## src/rtl/iq_tap_window_ctrl.sv

```systemverilog
// ---------------------------------------------------------------------------
// iq_tap_window_ctrl
//
// Sequencer for the I/Q demodulator's decimating tap delay line. It counts
// accepted input samples, issues one shift pulse per DECIM samples, tracks
// how many taps hold valid data, and offers the full window to the
// downstream correlator through a valid/ready handshake. It also owns
// start/stop, flush and overrun reporting for the delay line.
//
// Optional feature (compile-time macro IQ_TAP_PHASE_ADJ_EN):
//   adds phase_adj / phase_adj_ack, a one-sample phase slip used by timing
//   recovery. Without the macro the ports do not exist and every accepted
//   sample advances the phase counter.
//
// Parameters:
//   DEPTH  - taps in the delay line
//   DECIM  - accepted samples per shift (2..8)
//   PH_W   - phase counter width, 2**PH_W >= DECIM
//   FILL_W - fill counter width,  2**FILL_W > DEPTH
//
// Ports:
//   clk           in   main clock
//   reset         in   asynchronous active-low reset
//   enable        in   run request, level-sensitive
//   sync_clr      in   synchronous flush pulse (highest priority after reset)
//   samp_valid    in   new input sample present this cycle
//   win_ready     in   correlator accepts the current window
//   phase_adj     in   one-sample slip request       (IQ_TAP_PHASE_ADJ_EN)
//   phase_adj_ack out  slip consumed, 1-cycle pulse  (IQ_TAP_PHASE_ADJ_EN)
//   shift_en      out  one-cycle shift pulse to the delay line
//   phase_cnt     out  samples accepted since the last shift
//   fill_level    out  valid taps in the delay line, 0..DEPTH
//   win_valid     out  full window available
//   overrun       out  sticky: a window was overwritten before acceptance
//   state         out  FSM state: IDLE=0, FILL=1, RUN=2
// ---------------------------------------------------------------------------
module iq_tap_window_ctrl #(
   parameter int DEPTH  = 20,
   parameter int DECIM  = 5,
   parameter int PH_W   = 3,
   parameter int FILL_W = 5
) (
   input  logic              clk,
   input  logic              reset,
   input  logic              enable,
   input  logic              sync_clr,
   input  logic              samp_valid,
   input  logic              win_ready,
`ifdef IQ_TAP_PHASE_ADJ_EN
   input  logic              phase_adj,
   output logic              phase_adj_ack,
`endif
   output logic              shift_en,
   output logic [PH_W-1:0]   phase_cnt,
   output logic [FILL_W-1:0] fill_level,
   output logic              win_valid,
   output logic              overrun,
   output logic [1:0]        state
);

   typedef enum logic [1:0] {
      IDLE = 2'd0,
      FILL = 2'd1,
      RUN  = 2'd2
   } state_t;

   localparam logic [PH_W-1:0]   PH_LAST   = PH_W'(DECIM - 1);
   localparam logic [FILL_W-1:0] FILL_FULL = FILL_W'(DEPTH);

   state_t              state_q, state_d;
   logic                shift_d;
   logic [PH_W-1:0]     phase_d;
   logic [FILL_W-1:0]   fill_d;
   logic                win_valid_d;
   logic                overrun_d;

   // A pending slip makes the next accepted sample leave phase_cnt alone.
   logic                slip_pend;

   // ------------------------------------------------------------------------
   // Optional one-sample phase slip
   // ------------------------------------------------------------------------
`ifdef IQ_TAP_PHASE_ADJ_EN
   logic slip_q, slip_d, ack_d;

   always_comb begin
      slip_d = slip_q;
      ack_d  = 1'b0;
      if (sync_clr || !enable || state_q == IDLE) begin
         // Flush, stop and idle all drop a pending slip.
         slip_d = 1'b0;
      end else begin
         if (samp_valid && slip_q) begin
            slip_d = 1'b0;
            ack_d  = 1'b1;
         end
         // Requests while a slip is already pending are ignored; this also
         // covers a request landing in the cycle the slip is consumed.
         if (phase_adj && !slip_q) begin
            slip_d = 1'b1;
         end
      end
   end

   always_ff @(posedge clk or negedge reset) begin
      if (!reset) begin
         slip_q        <= 1'b0;
         phase_adj_ack <= 1'b0;
      end else begin
         slip_q        <= slip_d;
         phase_adj_ack <= ack_d;
      end
   end

   assign slip_pend = slip_q;
`else
   assign slip_pend = 1'b0;
`endif

   // ------------------------------------------------------------------------
   // Next-state and next-output logic
   // ------------------------------------------------------------------------
   // NOTE: every signal written here gets a default first, so no path through
   // the case/if tree can leave one unassigned and infer a latch.
   always_comb begin
      state_d     = state_q;
      shift_d     = 1'b0;          // shift_en is a single-cycle pulse
      phase_d     = phase_cnt;
      fill_d      = fill_level;
      win_valid_d = win_valid;
      overrun_d   = overrun;

      if (sync_clr) begin
         // Flush wins over everything; a coincident sample is discarded.
         state_d     = enable ? FILL : IDLE;
         phase_d     = '0;
         fill_d      = '0;
         win_valid_d = 1'b0;
         overrun_d   = 1'b0;
      end else begin
         unique case (state_q)
            IDLE: begin
               phase_d     = '0;
               fill_d      = '0;
               win_valid_d = 1'b0;
               if (enable) begin
                  state_d = FILL;
               end
            end

            FILL, RUN: begin
               if (!enable) begin
                  // Stop: the line is abandoned, but overrun stays visible
                  // until a flush or reset.
                  state_d     = IDLE;
                  phase_d     = '0;
                  fill_d      = '0;
                  win_valid_d = 1'b0;
               end else begin
                  // Window handshake. A shift into a full line presents a
                  // new window; if the previous one was still unaccepted it
                  // is overwritten and overrun latches. A handshake in the
                  // same cycle simply lets the new window follow directly.
                  if (shift_en && fill_level == FILL_FULL) begin
                     win_valid_d = 1'b1;
                     if (win_valid && !win_ready) begin
                        overrun_d = 1'b1;
                     end
                  end else if (win_valid && win_ready) begin
                     win_valid_d = 1'b0;
                  end

                  // Sample accounting. fill_level moves on the same edge
                  // that registers shift_en, so it always reflects the taps
                  // the delay line will hold after the pending shift.
                  if (samp_valid && !slip_pend) begin
                     if (phase_cnt == PH_LAST) begin
                        phase_d = '0;
                        shift_d = 1'b1;
                        if (fill_level != FILL_FULL) begin
                           fill_d = fill_level + FILL_W'(1);
                        end
                     end else begin
                        phase_d = phase_cnt + PH_W'(1);
                     end
                  end

                  // RUN is entered on the edge the line becomes full.
                  state_d = (fill_d == FILL_FULL) ? RUN : FILL;
               end
            end

            default: begin
               state_d     = IDLE;
               phase_d     = '0;
               fill_d      = '0;
               win_valid_d = 1'b0;
            end
         endcase
      end
   end

   // ------------------------------------------------------------------------
   // State and output registers
   // ------------------------------------------------------------------------
   // NOTE: sequential state uses non-blocking assignments so every register
   // samples the pre-edge values, independent of statement order.
   always_ff @(posedge clk or negedge reset) begin
      if (!reset) begin
         state_q    <= IDLE;
         shift_en   <= 1'b0;
         phase_cnt  <= '0;
         fill_level <= '0;
         win_valid  <= 1'b0;
         overrun    <= 1'b0;
      end else begin
         state_q    <= state_d;
         shift_en   <= shift_d;
         phase_cnt  <= phase_d;
         fill_level <= fill_d;
         win_valid  <= win_valid_d;
         overrun    <= overrun_d;
      end
   end

   assign state = state_q;

endmodule

```

## config.mk

```make
export PLATFORM = sky130hd
export DESIGN_NAME = iq_tap_window_ctrl
export DESIGN_NICKNAME = d
export VERILOG_FILES = /design/src/rtl/iq_tap_window_ctrl.sv
export SDC_FILE = /design/constraint.sdc
export NUM_CORES = 1
export LEC_CHECK = 0
export CELL_PAD_IN_SITES_DETAIL_PLACEMENT = 1
export CELL_PAD_IN_SITES_GLOBAL_PLACEMENT = 2
export CORE_AREA = 2 2 56 58
export CTS_CLUSTER_SIZE = 28
export DETAILED_ROUTE_END_ITERATION = 7
export DIE_AREA = 0 0 58 60
export PLACE_DENSITY = 0.83
export SLEW_MARGIN = 20
export SYNTH_ARGS = -nofsm -noshare
export SYNTH_HDL_FRONTEND = slang
export SYNTH_SLANG_ARGS = --single-unit
```

## constraint.sdc

```tcl
create_clock -name clk -period 2.13 [get_ports clk]
set_input_delay 0.426 -clock clk [delete_from_list [all_inputs] [get_ports clk]]
set_output_delay 0.426 -clock clk [all_outputs]
set_load 0.02 [all_outputs]
```

Word-level counts from Yosys, hierarchy flattened
Cells that the tools add are included.
{"block": "totals", "register_bits": 13, "input_bits": 6, "output_inout_bits": 13, "wordCells": 63}
{"block": "op_classes", "add_sub_neg": 2, "eq_ne": 9, "muxes": 35, "reduce_logical": 11}
{"operator": "$mux 5", "count": 9}
{"operator": "$mux 1", "count": 16}
{"operator": "$mux 3", "count": 5}
{"operator": "$eq 5x5->1 const B", "count": 2}
{"operator": "$ne 5x5->1 const B", "count": 2}
{"operator": "$mux 2", "count": 4}
{"operator": "$reduce_bool 2->1", "count": 4}
{"operator": "$add 5x1->5 const B", "count": 1}
{"operator": "$ne 4x4->1 const B", "count": 1}
{"operator": "$pmux 2 s2", "count": 1}
{"operator": "$reduce_and 4->1", "count": 1}
{"operator": "$add 3x1->3 const B", "count": 1}
{"operator": "$eq 3x3->1 const B", "count": 1}
{"operator": "$logic_and 1x1->1", "count": 3}
{"operator": "$ne 3x3->1 const B", "count": 1}
{"operator": "$eq 2x1->1 const B", "count": 1}
{"operator": "$eq 2x2->1 const B", "count": 1}
{"operator": "$logic_not 2->1", "count": 1}
{"operator": "$reduce_or 2->1", "count": 1}
{"operator": "$logic_not 1->1", "count": 1}

Logic depth before layout (Yosys ltp)
{"block": "logic_depth", "word_depth": 12, "depth_mapped": 6, "mapped_depth_nobuf": 6}

Least setup slack after synthesis
No wires, ideal clock.
{"block": "synth_path", "path_type": "register to register", "start": "register fill_level[0]", "end": "register state_q[0], in the netlist state[0]", "setup_time_ps": 126, "arrival_ps": 1986, "slack_ps": 18, "path_stages_with_launch": 7, "n_path_buf": 0, "cell_sequence": "dfrtp_1 -> inv_1 -> ha_1 -> and3b_1 -> or4b_1 -> and3_1 -> o32a_1"}
{"block": "synth_between", "elab_chain_len": 12, "word_cells_on_any_way": 13, "cone_classes": "add/sub: 1; eq/ne: 2; mux: 10"}
{"element": "start: declaration", "line": "55", "rtl": "output logic [FILL_W-1:0] fill_level,"}
{"element": "start signal: assignment", "line": "220", "rtl": "fill_level <= fill_d;"}
{"element": "$add 5x1->5 or $ne 5x5->1 (tied branches)", "line": "181, 180"}
{"element": "$mux 5", "line": "180", "rtl": "if (fill_level != FILL_FULL) begin"}
{"element": "$mux 5", "line": "177", "rtl": "if (phase_cnt == PH_LAST) begin"}
{"element": "$mux 5 (*)", "line": "176", "rtl": "if (samp_valid && !slip_pend) begin"}
{"element": "$mux 5 (*)", "line": "152", "rtl": "if (!enable) begin"}
{"element": "$mux 5 (*)", "line": "141", "rtl": "unique case (state_q)"}
{"element": "$mux 5 (*)", "line": "133", "rtl": "if (sync_clr) begin"}
{"element": "$eq 5x5->1 (*)", "line": "189", "rtl": "state_d = (fill_d == FILL_FULL) ? RUN : FILL;"}
{"element": "$mux 2 (*)", "line": "189"}
{"element": "$mux 2 (*)", "line": "152"}
{"element": "$pmux 2 s2 (*)", "line": "141"}
{"element": "$mux 2 (*)", "line": "133"}
{"element": "end signal: assignment", "line": "217", "rtl": "state_q <= state_d;"}
{"element": "end: declaration", "line": "70", "rtl": "state_t state_q, state_d;"}
Mark *: on every way between the ends. The rest lies on a longest branch, timed or not. The select of a mux whose other input is x is not followed.
A chain may end at the register's enable or synchronous reset.

Final worst setup path
{"block": "layout_path", "start": "register fill_level[1]", "end": "register state_q[0], in the netlist state[0]"}
Same word-level chain as after synthesis.

==> impl_summary.log <==
[metrics] post-synthesis cell type with the largest combined area: dfrtp_1
[metrics] I/O pin count: 19
[metrics] Slowest-stage cell, CP: or4b_1
[metrics] Overall Power: 0.477 mW
[metrics] H-tree depth: 1
[metrics] die span in x: 58 um
[metrics] Leak Pwr: 0.434 nW
[metrics] FF+latch count, synth: 13
[metrics] CP Capture Type: register
[metrics] most numerous cell in the Yosys netlist: dfrtp_1
[metrics] number of filler cells placed in the layout: 354
[metrics] Vias/cell: approximately 5.1
[metrics] final weighted congestion in routability-driven placement: 0.788
[metrics] post-route antenna net violation count: 0
[metrics] total wire length: 2060 um
[metrics] path class of the lowest-slack min-delay path: in2async
[metrics] setup slack of the critical path after layout: 115 ps
[metrics] most frequent cells after synthesis: dfrtp_1, nor2_1, inv_1
[metrics] layout cells sized above 1: 13.3%
[metrics] post-place instance area: ~1100 sq um
[metrics] number of antenna violations at the first check in global routing: 0
[metrics] net count after synthesis: 99
[metrics] input/output buffers: 18
[metrics] Setup CP Type: reg2reg
[metrics] area of the core: between 2000 and 3000 sq um
[metrics] P per Cell Area: 434 nW/um^2
[metrics] startpoint types: register
[metrics] Layout Skew: 1.18 ps
[metrics] die height: 60 um
[metrics] final-layout setup total negative slack: 0 ps
[metrics] final max-slew violation count: 0
[metrics] Total GRT Usage: about an eighth
[metrics] average size of a mapped cell: 9.35 sq um
[metrics] final instance area: 1100 sq um
[metrics] Tcrit/Tclk final: between 90% and 100%
[metrics] post-layout min period: approximately 2000 ps
[metrics] CTS root buffer: clkbuf_4
[metrics] crit-path max FO: 6
[metrics] via count of the first global-routing pass: 794
[metrics] max frequency: around 500 MHz
[metrics] routed via count: 750
[metrics] synthesis-to-finish area growth: 35.1%
[metrics] post-layout net count: roughly 130
[metrics] clock tree from TritonCTS: yes
[metrics] clock transition time at the flip-flop clock pins of the worst setup and hold paths: 80 ps
[metrics] area enclosed by the die boundary: 3480 sq um
[metrics] Mapped Area: 813 sq um
[metrics] worst-path cell chain: inv_1 -> ha_1 -> and3b_1 -> or4b_1 -> and3_1 -> o32a_1
[metrics] WL met3: 82 um
[metrics] Slew @ Worst Pin: 620 ps
[metrics] maximum clock insertion buffer count: 2
[metrics] number of antenna diodes: 0
[metrics] post-DR wirelength/cell: 14.1 um
[metrics] flip-flop cell with the highest count after synthesis: dfrtp_1
[metrics] insertion delay to the later sink of the worst-skew pair: 280 ps
[metrics] final hold violations: 0
[metrics] floorplan row count: 20
[metrics] setup-violating endpoint count in the final report: 0
[metrics] violation count after the first detailed-routing iteration: 11
[metrics] number of clock sinks: 13
[metrics] cells after synthesis: 87
[metrics] Crit path arrival time: 2190 ps
[metrics] cts bufs inserted: 3
[metrics] number of iterations in the first detailed-routing pass: 4
[metrics] RSZ-0062 raised after global routing: no
[metrics] number of enable flip-flop cells after synthesis: 0
[metrics] worst relative slew slack: a little under 60%
[metrics] fraction of post-synthesis cell area in the top cell type by area: approximately 40%
[metrics] DRC violations left: 0
[metrics] largest net degree at the start of global routing: 14
[metrics] sequential element share of the synthesized area: 40.0%
[metrics] share of synthesized flip-flops with an asynchronous set or reset: 100%
[metrics] total congestion overflow after global routing: 0
[metrics] number of distinct library cells after synthesis: 39
[metrics] met2 wirelength from detailed routing: 987 um
[metrics] yosys synthesis warning count: 0
[metrics] uppermost routed layer: met4
[metrics] most area-consuming cells after synthesis: dfrtp_1, ha_1, nor2_1
[metrics] starting density of the core: roughly 28%
[metrics] dpl hpwl: 1550 um
[metrics] result of the run: finished clean
[metrics] global-route wire length before repair: 3500 um
[metrics] peak supply drop: 304 uV
[metrics] minimum setup slack after placement: -124 ps
[metrics] Metal-1 WL: 962 um
[metrics] count of buffers added by post-CTS timing repair for setup: 0
[metrics] critical path required time: 2300 ps
[metrics] delay of the slowest critical-path stage: 490 ps
[metrics] reported max-cap violation count: 0
## worst paths after layout
path	startpoint	end	slack [ps]	cells past startpoint
setup / recovery	fill_level[1]$_DFF_PN0_	state[0]$_DFFE_PN0P_	120	6
max in group asynchronous	reset	fill_level[1]$_DFF_PN0_	1170	1
setup reg to reg	fill_level[1]$_DFF_PN0_	state[0]$_DFFE_PN0P_	120	6
hold reg to reg	overrun$_DFFE_PN0P_	overrun$_DFFE_PN0P_	540	2
min in group clk	overrun$_DFFE_PN0P_	overrun$_DFFE_PN0P_	540	2
hold / removal	reset	phase_cnt[2]$_DFFE_PN0P_	520	1
## per-layer routing
layer / vias to the layer above / GRT usage [%]
li1: 364 / -
met4: 0 / 5.98
met5: - / 0
met2: 19 / 22.7
met3: 2 / 2.16
met1: 365 / 16.5
## kinds of logic after synthesis
kind of cell	after synthesis	synth area share (%)
buffers and inverters	10	5.08
adders and majority gates	6	9.23
muxes	1	1.23
DFF	13	40.0
AOI/OAI and AO/OA	20	17.1
and+or+nand+nor	35	25.2
xor gates and xnor gates	2	2.15
## cells in the final DEF (no fill, tap or decap), types with 2 or more instances in the layout
cell	Yosys	layout
ha_1	6	5
nor2b_1	3	3
inv_1	8	8
clkdlybuf4s50_1	0	18
nand2_1	6	6
buf_4	1	6
nand3b_1	2	2
o21ai_0	3	3
clkbuf_4	0	3
nand3_1	2	2
nor2_1	9	9
dfrtp_1	13	12
a21oi_1	6	6
## critical path: cells and delay by family (launching register included)
family | cells | cell delay [ps]
AO/OA/AOI/OAI | 1 | 340
AND/OR/NAND/NOR | 3 | 890
adder cells (fa/ha/maj) | 1 | 170
buffers and inverters | 1 | 80
flip-flops | 1 | 430
## through the flow
| step | std cells | utilization [%] | hold slack [ps] |
|---|---|---|---|
| detailed placement | 142 | 36.8 | 533 |
| global route | 146 | 37.8 | 564 |
| global placement | 142 | 36.8 | 519 |
| floorplan | 87 | - | 130 |
| finish | 146 | 37.8 | 524 |
| CTS | 146 | 37.7 | 545 |
## power breakdown
part / total [mW] / leakage (nW) / internal, mW / switching, mW
sequential: 0.253 / 0.177 / 0.250 / 0.00350
clock: 0.159 / 0.0150 / 0.0728 / 0.0862
combinational: 0.0650 / 0.242 / 0.0317 / 0.0333
total: 0.477 / 0.434 / 0.354 / 0.123
## sequential cells by signal (all words and copies together), names as in the netlist
signal / cells
fill_level: 5
overrun: 1
phase_cnt: 3
shift_en: 1
state: 2
win_valid: 1
## timing repair
action | 4_1_cts | 5_1_grt
endpoints found under the setup margin | 0 | 1
resized for setup | 0 | 2
hold buffers | 0 | 0
## cell type report
type	instances	area, sq um	share of cell area [%]
Timing Repair Buffer	24	225	20.5
Multi-Input combinational cell	64	449	40.9
Clock buffer	4	26.3	2.39
Inverter	8	30.0	2.73
Sequential cell	13	327	29.7
Tap cell	33	41.3	3.76
Note: power is estimated with default switching activity, not from simulation.
